[src/rtl/store_lane_align_pkg.sv]
// Shared definitions for the store lane aligner: size codes, FSM encoding and helpers.
// STORE_MISALIGN_SPLIT_EN relaxes alignment so misaligned half/word stores become legal.
package store_lane_align_pkg;

    localparam logic [1:0] SZ_BYTE = 2'b00;
    localparam logic [1:0] SZ_HALF = 2'b01;
    localparam logic [1:0] SZ_WORD = 2'b10;
    localparam logic [1:0] SZ_RSVD = 2'b11;

    typedef enum logic [1:0] {
        ST_IDLE  = 2'd0,
        ST_BEAT0 = 2'd1,
        ST_BEAT1 = 2'd2
    } state_e;

    // Lane mask of an unshifted store of the given size (lanes 0..n-1).
    function automatic logic [3:0] size_mask(input logic [1:0] size);
        case (size)
            SZ_BYTE: size_mask = 4'b0001;
            SZ_HALF: size_mask = 4'b0011;
            SZ_WORD: size_mask = 4'b1111;
            default: size_mask = 4'b0000;
        endcase
    endfunction

    function automatic logic size_illegal(input logic [1:0] size, input logic [1:0] off);
`ifdef STORE_MISALIGN_SPLIT_EN
        size_illegal = (size == SZ_RSVD) || (off > 2'd3);
`else
        size_illegal = (size == SZ_RSVD) ||
                       (size == SZ_HALF && off[0]) ||
                       (size == SZ_WORD && off != 2'd0);
`endif
    endfunction

endpackage

[src/rtl/store_lane_align_pack.sv]
// Combinational lane packer: narrows the store value and rotates it onto memory lanes.
// Under STORE_MISALIGN_SPLIT_EN lanes spilling past lane 3 form a second beat.
module store_lane_align_pack
    import store_lane_align_pkg::*;
(
    input  logic [1:0]  offset,
    input  logic [1:0]  size,
    input  logic [31:0] data,
    input  logic        beat,
    output logic [31:0] wdata,
    output logic [3:0]  be,
    output logic        needs_second
);

    logic [3:0]  nmask;
    logic [31:0] dmask;
    logic [63:0] wide;
    logic [7:0]  wide_be;

    always_comb begin
        nmask   = size_mask(size);
        dmask   = data & {{8{nmask[3]}}, {8{nmask[2]}}, {8{nmask[1]}}, {8{nmask[0]}}};
        // Upper half of the 64-bit window is what spills into the next word.
        wide    = {32'b0, dmask} << {offset, 3'b000};
        wide_be = {4'b0, nmask} << offset;
        wdata   = beat ? wide[63:32] : wide[31:0];
        be      = beat ? wide_be[7:4] : wide_be[3:0];
`ifdef STORE_MISALIGN_SPLIT_EN
        needs_second = |wide_be[7:4];
`else
        needs_second = 1'b0;
`endif
    end

endmodule

[src/rtl/store_lane_align.sv]
// Store lane aligner: accepts a store request, drives lane-aligned write beats to memory.
// Build option STORE_MISALIGN_SPLIT_EN enables two-beat word-crossing stores.
module store_lane_align
    import store_lane_align_pkg::*;
#(
    parameter int ADDR_W = 32
) (
    input  logic              clk,
    input  logic              rst_n,
    input  logic              req_valid,
    output logic              req_ready,
    input  logic [ADDR_W-1:0] req_addr,
    input  logic [1:0]        req_size,
    input  logic [31:0]       req_data,
    output logic              mem_valid,
    input  logic              mem_ready,
    output logic [ADDR_W-1:0] mem_addr,
    output logic [31:0]       mem_wdata,
    output logic [3:0]        mem_be,
    output logic              done,
    output logic              misalign_err,
    output logic [1:0]        state_dbg
);

    // Handshakes: a transfer occurs on a rising edge where valid & ready are both high;
    // the initiator holds its payload stable while valid is high and ready is low.
    state_e      state;
    logic [1:0]  off_q;
    logic [1:0]  size_q;
    logic [31:0] data_q;
    logic        need2_q;
    logic        accept;

    logic [1:0]  pk_off;
    logic [1:0]  pk_size;
    logic [31:0] pk_data;
    logic        pk_beat;
    logic [31:0] pk_wdata;
    logic [3:0]  pk_be;
    logic        pk_second;

    assign req_ready = (state == ST_IDLE);
    assign accept    = req_valid & req_ready;
    assign state_dbg = state;

    // One packer: live request for beat 0 at accept, captured request for beat 1.
    always_comb begin
        pk_off  = off_q;
        pk_size = size_q;
        pk_data = data_q;
        pk_beat = 1'b1;
        if (state == ST_IDLE) begin
            pk_off  = req_addr[1:0];
            pk_size = req_size;
            pk_data = req_data;
            pk_beat = 1'b0;
        end
    end

    store_lane_align_pack u_pack (
        .offset       (pk_off),
        .size         (pk_size),
        .data         (pk_data),
        .beat         (pk_beat),
        .wdata        (pk_wdata),
        .be           (pk_be),
        .needs_second (pk_second)
    );

    always_ff @(posedge clk or negedge rst_n) begin
        if (!rst_n) begin
            state        <= ST_IDLE;
            mem_valid    <= 1'b0;
            mem_addr     <= '0;
            mem_wdata    <= '0;
            mem_be       <= '0;
            done         <= 1'b0;
            misalign_err <= 1'b0;
            off_q        <= '0;
            size_q       <= '0;
            data_q       <= '0;
            need2_q      <= 1'b0;
        end else begin
            done         <= 1'b0;
            misalign_err <= 1'b0;
            case (state)
                ST_IDLE: begin
                    if (accept) begin
                        if (size_illegal(req_size, req_addr[1:0])) begin
                            misalign_err <= 1'b1;
                        end else begin
                            state     <= ST_BEAT0;
                            mem_valid <= 1'b1;
                            mem_addr  <= {req_addr[ADDR_W-1:2], 2'b00};
                            mem_wdata <= pk_wdata;
                            mem_be    <= pk_be;
                            need2_q   <= pk_second;
                            off_q     <= req_addr[1:0];
                            size_q    <= req_size;
                            data_q    <= req_data;
                        end
                    end
                end
                ST_BEAT0: begin
                    if (mem_ready) begin
                        if (need2_q) begin
                            state     <= ST_BEAT1;
                            mem_addr  <= mem_addr + ADDR_W'(4);
                            mem_wdata <= pk_wdata;
                            mem_be    <= pk_be;
                        end else begin
                            state     <= ST_IDLE;
                            mem_valid <= 1'b0;
                            done      <= 1'b1;
                        end
                    end
                end
                ST_BEAT1: begin
                    if (mem_ready) begin
                        state     <= ST_IDLE;
                        mem_valid <= 1'b0;
                        done      <= 1'b1;
                    end
                end
                default: state <= ST_IDLE;
            endcase
        end
    end

endmodule

[config.mk]
export PLATFORM = sky130hd
export DESIGN_NAME = store_lane_align
export DESIGN_NICKNAME = d
export VERILOG_FILES = /design/src/rtl/store_lane_align_pkg.sv /design/src/rtl/store_lane_align_pack.sv /design/src/rtl/store_lane_align.sv
export SDC_FILE = /design/constraint.sdc
export NUM_CORES = 1
export LEC_CHECK = 0
export CAP_MARGIN = 20
export CORE_MARGIN = 8
export CORE_UTILIZATION = 55
export CTS_CLUSTER_DIAMETER = 120
export DETAILED_ROUTE_END_ITERATION = 8
export DONT_BUFFER_PORTS = 1
export HOLD_SLACK_MARGIN = 0.15
export PLACE_DENSITY = 0.76
export RECOVER_POWER = 25
export SLEW_MARGIN = 40
export SYNTH_ARGS = -nofsm -noshare
export SYNTH_HDL_FRONTEND = slang
export SYNTH_SLANG_ARGS = --single-unit
[constraint.sdc]
create_clock -name clk -period 6.6 [get_ports clk]
set_input_delay 1.65 -clock clk [delete_from_list [all_inputs] [get_ports clk]]
set_output_delay 1.65 -clock clk [all_outputs]
set_load 0.02 [all_outputs]
==> results of run 1 <==
-- critical path, delay by kind of cell --
family	cells	cell delay, ns
AO/OA/AOI/OAI	2	0.76
AND/OR/NAND/NOR	2	0.75
buffers and inverters	1	0.49
-- kinds of logic (layout without fill, tap and decap cells) --
logic type               Yosys count  count (layout)
AND/OR/NAND/NOR                  242             242
AO/OA/AOI/OAI                    107             107
adder cells (fa/ha/maj)            2               2
buffers and inverters             50              30
other                              1               3
multiplexers                      46              46
flip-flops                       105             105
-- flip-flops by register name, indices dropped and copies added (netlist names) --
signal,count
mem_valid,1
size_q,2
mem_be,4
mem_addr,30
data_q,32
off_q,2
misalign_err,1
done,1
mem_wdata,32
-- worst paths after layout --
| check | startpoint | to | slack [ns] | cells after the start |
|---|---|---|---|---|
| worst max-delay path | req_addr[0] | mem_wdata[4] | 3.24 | 5 |
| worst min-delay path | size_q[0] | size_q[0] | 0.49 | 2 |
| worst max register to register | mem_valid | mem_wdata[28] | 3.48 | 7 |
| worst min register to register | size_q[0] | size_q[0] | 0.49 | 2 |
| max in group asynchronous | rst_n | mem_wdata[24] | 5.51 | 0 |
| min in group asynchronous | rst_n | mem_addr[23] | 0.96 | 0 |
-- cell type report --
class | instances | area (um2) | share of cell area (%)
Tap cell | 111 | 139 | 2.64
Clock inverter | 6 | 73.8 | 1.40
Clock buffer | 10 | 138 | 2.62
Inverter | 11 | 41.3 | 0.785
Timing Repair Buffer | 3 | 26.3 | 0.500
Multi-Input combinational cell | 400 | 2210 | 42.1
Sequential cell | 105 | 2630 | 50.0
-- metal layers --
layer	vias up	share of wire [%]	wire length [um]	track usage [%]
met1	1881	39	5240	25.5
met2	180	49	6570	35.0
met5	-	0	0	0
met3	32	9.2	1240	7.41
li1	1792	-	-	-
met4	0	3.2	427	9.85
-- synthesized netlist by cell type (2+ instances only) --
| library cell | instances | area share (%) |
|---|---|---|
| a21oi_1 | 11 | 1.1 |
| a22o_1 | 17 | 2.9 |
| a22oi_1 | 8 | 1.2 |
| and2_1 | 2 | 0.25 |
| buf_2 | 12 | 1.2 |
| buf_4 | 9 | 1.3 |
| clkbuf_1 | 17 | 1.3 |
| dfrtp_1 | 105 | 52 |
| ha_1 | 2 | 0.49 |
| inv_1 | 11 | 0.82 |
| mux2_2 | 2 | 0.45 |
| mux2i_1 | 44 | 8.7 |
| nand2_1 | 192 | 14 |
| nand2b_1 | 10 | 1.2 |
| nor2_1 | 26 | 1.9 |
| o21a_1 | 3 | 0.45 |
| o21ai_0 | 28 | 2.8 |
| o21ai_1 | 15 | 1.5 |
| o22a_1 | 8 | 1.4 |
| o22ai_1 | 8 | 0.99 |
| o32ai_1 | 8 | 1.4 |
| or2_1 | 2 | 0.25 |
-- power by group through the flow --
stage	registers, uW	clock network [uW]	logic (uW)
after CTS	1050	428	356
after global routing	1070	453	402
after floorplan	1000	0	301
after global placement	1050	0	338
final	1040	423	358
after detailed placement	1060	0	357
-- stage by stage --
step | hold slack [ns] | area, um2 | cells | util, % | power (uW)
after floorplan | 0.440 | 5060 | 555 | - | 1300
after global placement | 0.456 | 5040 | 630 | 55.6 | 1390
after detailed placement | 0.466 | 5040 | 630 | 55.6 | 1410
after CTS | 0.491 | 5260 | 646 | 58.0 | 1830
after global routing | 0.510 | 5260 | 646 | 58.0 | 1920
final | 0.487 | 5260 | 646 | 58.0 | 1820
==> results_dict.tcl, run 1 <==
set metrics [dict create \
    switching_power_uw 695 \
    wl_per_cell_um 20.9 \
    vdd_drop_max_mv 0.166 \
    dieHeight_um 112 \
    crit_type "in -> reg" \
    numCtsBuffers 9 \
    synth_seq_cells 105 \
    synth_edf_count 0 \
    cts.clk_slew.worst_paths_ns 0.10 \
    cts_hold_buf 0 \
    cts_root_buf "clkbuf_8" \
    hold_viol 0 \
    grt_setup_unrepaired "false" \
    synth.distinct_cells 35 \
    synth.mux.area_fraction_pct 9.16 \
    arrival_ns 3.67 \
    num_vias 3885 \
    synth_top_family_by_area "simple AND/OR/NAND/NOR gates" \
    hpwl_um 9640 \
    internal-power_uw 1130 \
    grt_pass1_wl_um 21200 \
    maxSlewHeadroom_pct 50.0 \
    synth-compound-area-share_pct 13.9 \
    drv_cap 0 \
    synth-seq-area-share_pct 52.0 \
    end_kind "flop" \
    initial_core_util_pct 55.8 \
    slowest_delay_ns 0.56 \
    track_usage_pct 21.6 \
    crit_required_ns 6.91 \
    cp_slowest_cell "o21a_2" \
    dieArea_um2 12500 \
    hp-class "reg -> reg" \
    postRouteAntennaNets 0 \
    swShare_pct 38.1 \
    port_buffers 0 \
    final_common_cell "nand2_1" \
    clkLatencyLatePin_ns 0.38 \
    crit_chain "nor3_2 -> o21a_2 -> buf_4 -> and3_1 -> a22o_1" \
    die_w_um 112 \
    post_cts_resized 0 \
    seq_power_share_pct 57.2 \
    setup_violations 0 \
    timing.final.ws_setup_ns 3.24 \
    rows 35 \
    cts_max_level 3 \
    tightestPinTransition_ns 0.747 \
    clkPwrFrac_pct 23.2 \
    grt_max_degree 106 \
    fin_nets 602 \
    antenna_cells 0 \
    post-route-period-util_pct 50.9 \
    overflow 0 \
    num_io_pins 144 \
    core_um2 9060 \
    critPathMaxFanout 40 \
    firstDrtPassIters 7 \
    synthFlopType "dfrtp_1" \
    clockBufferDepth 2 \
    layout_common_cells "192 x nand2_1, 104 x dfrtp_1, 43 x mux2i_1, 28 x o21ai_0, 26 x nor2_1" \
    gp_congestion 0.873 \
    drv_slew 0 \
    drc_errors 0 \
    post-route-min-period_ns 3.36 \
    cts_setup_buffers 0 \
    routed_via_density 6.01 \
    pwr-share-comb_pct 19.6 \
    p_per_area_nw_per_um2 347 \
    yosysWarnings 0 \
    clock-sinks 105 \
    area_delta_synth_final_pct 4.01 \
    synth-simple-area-share_pct 19.8 \
    synth.avg_cell_area_um2 9.14 \
    post-place-ws_ns 2.85 \
    grt_pass1_vias 3926 \
    wirelength_um 13500 \
    antenna_found_initial 0 \
    tns_ns 0 \
    n_fill_cell 765 \
    fmax_mhz 298 \
    synth-xor-area-share_pct 0 \
    startpoint_type "input port" \
    status "finished, final reports clean" \
    syn_inst 553 \
    cts_tree "built" \
    syn-cell-area_um2 5060 \
    synth_adder_area_share_pct 0.495 \
    drt_iter0_drc 313 \
    power.leakage_uw 0.00254 \
    final_layout_size_suffix_gt1_share_pct 5.23 \
    ys_async_sr_fraction_pct 100 \
    fin_skew_ns 0.0134 \
]
No activity file was read; power rests on OpenSTA's default activity.
==> run 2, diff against run 1 <==
==> constraint.sdc (replaced) <==
create_clock -name clk -period 3.15 [get_ports clk]
set_input_delay 0.7875 -clock clk [delete_from_list [all_inputs] [get_ports clk]]
set_output_delay 0.7875 -clock clk [all_outputs]
set_load 0.02 [all_outputs]
==> results_dict.tcl, run 2 (same netlist as run 1, synthesis figures left out) <==
set metrics [dict create \
    status "finished, final reports clean" \
    crit_type "reg -> reg" \
    port_buffers 0 \
    wl_per_cell_um 21.3 \
    startpoint_type "flop" \
    die_w_um 112 \
    clockBufferDepth 2 \
    overflow 0 \
    antenna_cells 0 \
    grt_pass1_wl_um 22000 \
    end_kind "flop" \
    seq_power_share_pct 57.9 \
    multi_input_area_um2 2210 \
    fmax_mhz 380 \
    grt_pass1_vias 4076 \
    hold_viol 0 \
    clock-sinks 105 \
    post_cts_resized 0 \
    slowest_delay_ns 0.68 \
    post-route-period-util_pct 83.6 \
    rows 35 \
    reg_top3 "data_q (32), mem_wdata (32), mem_addr (30)" \
    cts_setup_buffers 0 \
    final_layout_size_suffix_gt1_share_pct 5.57 \
    drv_cap 0 \
    instances_no_fill 650 \
    cp_num_buf_inv 0 \
    gp_congestion 0.893 \
    final_common_cell "nand2_1" \
    tightestPinTransition_ns 0.613 \
    critPathMaxFanout 19 \
    n_fill_cell 783 \
    dieHeight_um 112 \
    pwr-share-comb_pct 19.6 \
    initial_core_util_pct 55.8 \
    swShare_pct 38.3 \
    hp-class "in -> async" \
    post-route-min-period_ns 2.63 \
    core_um2 9060 \
    arrival_ns 2.92 \
    grt_max_degree 106 \
    layout_common_cells "192 x nand2_1, 104 x dfrtp_1, 44 x mux2i_1, 28 x o21ai_0, 26 x nor2_1" \
    fin_nets 606 \
    numCtsBuffers 9 \
    switching_power_uw 1460 \
    firstDrtPassIters 5 \
    area_delta_synth_final_pct 4.48 \
    postRouteAntennaNets 0 \
    num_io_pins 144 \
    drv_slew 0 \
    drt_iter0_drc 351 \
    vdd_drop_max_mv 0.308 \
    crit_required_ns 3.44 \
    dieArea_um2 12500 \
    drc_errors 0 \
    wirelength_um 13800 \
    track_usage_pct 22.3 \
    p_per_area_nw_per_um2 722 \
    cts_root_buf "clkbuf_8" \
    crit_chain "mux2_2 -> ha_1 -> nor3b_2 -> a22o_1 -> o21ai_0 -> o21ai_1" \
    internal-power_uw 2350 \
    dp_cells 634 \
    cts.clk_slew.worst_paths_ns 0.11 \
    grt_setup_unrepaired "false" \
    routed_via_density 5.98 \
    crit_family "flip-flops" \
    cts_tree "built" \
    hpwl_um 9960 \
    ff_latch_area_um2 2630 \
    clkPwrFrac_pct 22.6 \
    setup_violations 0 \
    cts_max_level 3 \
    tns_ns 0 \
    antenna_found_initial 0 \
    fin_skew_ns 0.0141 \
    holdWs_ns 0.0968 \
    clkLatencyLatePin_ns 0.37 \
    power.leakage_uw 0.00256 \
    maxSlewHeadroom_pct 59.2 \
    cp_slowest_cell "dfrtp_2" \
    num_vias 3884 \
]
## run 2: layer usage
| layer | global-route usage, % | vias to the layer above | routed length, um |
|---|---|---|---|
| li1 | - | 1806 | - |
| met3 | 8.06 | 29 | 1480 |
| met4 | 9.85 | 0 | 459 |
| met5 | 0 | - | 0 |
| met2 | 36.6 | 185 | 6610 |
| met1 | 25.6 | 1864 | 5270 |
## run 2: power by group through the flow
| stage | registers, uW | logic (uW) | clock network (uW) |
|---|---|---|---|
| CTS | 2210 | 742 | 870 |
| global route | 2250 | 841 | 913 |
| floorplan | 2100 | 631 | 0 |
| finish | 2210 | 746 | 860 |
| detailed placement | 2230 | 747 | 0 |
| global placement | 2230 | 712 | 0 |
## run 2: through the flow
| stage | total power, uW | cell area (um2) | setup slack [ns] | util [%] |
|---|---|---|---|---|
| after detailed placement | 2970 | 5080 | 0.590 | 56.1 |
| final | 3810 | 5280 | 0.516 | 58.3 |
| after CTS | 3820 | 5280 | 0.535 | 58.3 |
| after global placement | 2940 | 5080 | 0.617 | 56.1 |
| after floorplan | 2730 | 5060 | 0.511 | - |
| after global routing | 4000 | 5280 | 0.352 | 58.3 |
## run 2: path summary, 6_finish.rpt
path | slack (ns) | endpoint | cells after the start | startpoint
setup / recovery | 0.52 | mem_wdata[8] | 6 | mem_valid
hold / removal | 0.1 | mem_addr[30] | 0 | rst_n
setup reg to reg | 0.52 | mem_wdata[8] | 6 | mem_valid
hold reg to reg | 0.49 | size_q[0] | 2 | size_q[0]
max in group asynchronous | 2.86 | data_q[4] | 0 | rst_n
min in group clk | 0.49 | size_q[0] | 2 | size_q[0]
## run 2: area by class of cell
type | count | share of cell area [%]
Timing Repair Buffer | 7 | 1.23
Multi-Input combinational cell | 400 | 41.8
Clock inverter | 6 | 1.37
Tap cell | 111 | 2.63
Inverter | 11 | 0.782
Clock buffer | 10 | 2.42
Sequential cell | 105 | 49.8
==> run 3, diff against run 2 <==
--- a/config.mk
+++ b/config.mk
@@ -12,7 +12,7 @@
 export DETAILED_ROUTE_END_ITERATION = 8
 export DONT_BUFFER_PORTS = 1
 export HOLD_SLACK_MARGIN = 0.15
-export PLACE_DENSITY = 0.76
+export PLACE_DENSITY = 0.79
 export RECOVER_POWER = 25
 export SLEW_MARGIN = 40
 export SYNTH_ARGS = -nofsm -noshare
==> constraint.sdc (replaced) <==
create_clock -name clk -period 2.2 [get_ports clk]
set_input_delay 0.55 -clock clk [delete_from_list [all_inputs] [get_ports clk]]
set_output_delay 0.55 -clock clk [all_outputs]
set_load 0.02 [all_outputs]
==> results_dict.tcl, run 3 (same netlist as run 1, synthesis figures left out) <==
set metrics [dict create \
    firstDrtPassIters 5 \
    cp_num_buf_inv 0 \
    crit_chain "mux2_4 -> ha_4 -> or2_1 -> o22a_1 -> o21ai_1" \
    port_buffers 0 \
    antenna_cells 0 \
    top_layer "met4" \
    hp-class "in -> async" \
    post_cts_resized 0 \
    met2_length_um 6700 \
    overflow 0 \
    area_delta_synth_final_pct 6.83 \
    post-route-period-util_pct 93.8 \
    antenna_found_initial 0 \
    fin_skew_ns 0.0103 \
    slowest_delay_ns 0.46 \
    dieArea_um2 12500 \
    cts.clk_slew.worst_paths_ns 0.10 \
    core_um2 9060 \
    die_w_um 112 \
    wirelength_um 13300 \
    cp_slowest_cell "dfrtp_2" \
    p_per_area_nw_per_um2 1020 \
    grt_max_degree 106 \
    routed_via_density 5.88 \
    holdWs_ns -0.145 \
    final_layout_size_suffix_gt1_share_pct 8.13 \
    clockBufferDepth 2 \
    clkLatencyLatePin_ns 0.38 \
    m1WireLength_um 4960 \
    maxSlewHeadroom_pct 51.2 \
    total_power_uw 5520 \
    cts_tree "built" \
    drc_errors 0 \
    route.met3.wl_um 1400 \
    arrival_ns 2.32 \
    power.leakage_uw 0.00259 \
    clock-sinks 105 \
    numCtsBuffers 9 \
    reg_top3 "data_q (32), mem_wdata (32), mem_addr (30)" \
    crit_required_ns 2.46 \
    postRouteAntennaNets 0 \
    startpoint_type "flop" \
    fin_nets 608 \
    hpwl_um 9730 \
    gp_congestion 0.815 \
    tns_ns 0 \
    vdd_drop_max_mv 0.431 \
    layout_common_cells "192 x nand2_1, 104 x dfrtp_1, 43 x mux2i_1, 26 x nor2_1, 24 x o21ai_1" \
    fmax_mhz 485 \
    drt_iter0_drc 301 \
    crit_family "flip-flops" \
    setup_violations 0 \
    initial_core_util_pct 55.8 \
    failed_checks "negative hold slack" \
    num_vias 3836 \
    crit_type "reg -> reg" \
    final_common_cell "nand2_1" \
    post-route-min-period_ns 2.06 \
    rows 35 \
    hold_viol 105 \
    drv_slew 0 \
    critPathMaxFanout 18 \
    cts_root_buf "clkbuf_8" \
    grt_setup_unrepaired "false" \
    grt_pass1_vias 3857 \
    drv_cap 0 \
    status "finished with violations" \
    cts_setup_buffers 0 \
    dieHeight_um 112 \
    tightestPinTransition_ns 0.729 \
    wl_per_cell_um 20.5 \
    end_kind "flop" \
    grt_pass1_wl_um 20900 \
    track_usage_pct 21.2 \
    num_io_pins 144 \
    cts_max_level 3 \
]
[run 3: cell types whose count changed in the layout (fill, tap and decap cells not counted), sizes merged]
| cell | before | now |
|---|---|---|
| buf | 7 | 9 |
| clkbuf | 10 | 9 |
| inv | 14 | 13 |
| clkinv | 1 | 2 |
| clkinvlp | 1 | 2 |
[run 3: area by class of cell]
type | count | area (um2)
clock buffer | 9 | 124
clock inverter | 7 | 78.8
fill | 761 | 3660
inverter | 11 | 41.3
multi-input combinational | 400 | 2300
sequential | 105 | 2630
tap | 111 | 139
timing repair buffer | 9 | 92.6
[run 3: worst paths after layout]
| check | from | end | slack (ns) | depth (start not counted) |
|---|---|---|---|---|
| min in group clk | mem_ready | mem_valid | 0.25 | 1 |
| hold reg to reg | data_q[31] | data_q[31] | 0.49 | 2 |
| setup / recovery | mem_valid | mem_wdata[18] | 0.14 | 5 |
| hold / removal | rst_n | mem_wdata[3] | -0.14 | 0 |
| max in group asynchronous | rst_n | data_q[15] | 2.19 | 0 |
| setup reg to reg | mem_valid | mem_wdata[18] | 0.14 | 5 |
[run 3: stage by stage]
stage               utilization, %  hold slack [ns]  setup WS (ns)  area, um2  cells
floorplan                        -            0.254        -0.0202       5190    555
global placement              57.3            0.259          0.149       5200    636
detailed placement            57.3            0.259         0.0990       5200    636
CTS                           59.6           -0.155          0.154       5400    652
global route                  59.6           -0.173         0.0235       5400    652
finish                        59.6           -0.145          0.136       5400    652
[run 3: worst register-to-register path, stage by stage, from the launching register on]
cell	delay [ns]
dfrtp_2	0.46
mux2_4	0.34
ha_4	0.40
or2_1	0.39
o22a_1	0.27
o21ai_1	0.08
[run 3: metal layers]
| layer | vias up | track usage, % |
|---|---|---|
| met5 | - | 0 |
| met3 | 18 | 8.50 |
| met2 | 155 | 34.7 |
| met4 | 0 | 8.84 |
| li1 | 1811 | - |
| met1 | 1852 | 24.3 |
[run 3: where the power goes]
group	total, uW	internal (uW)	switching (uW)
clock network	1230	538	689
logic	1170	509	664
registers	3120	2370	747
total	5520	3420	2100
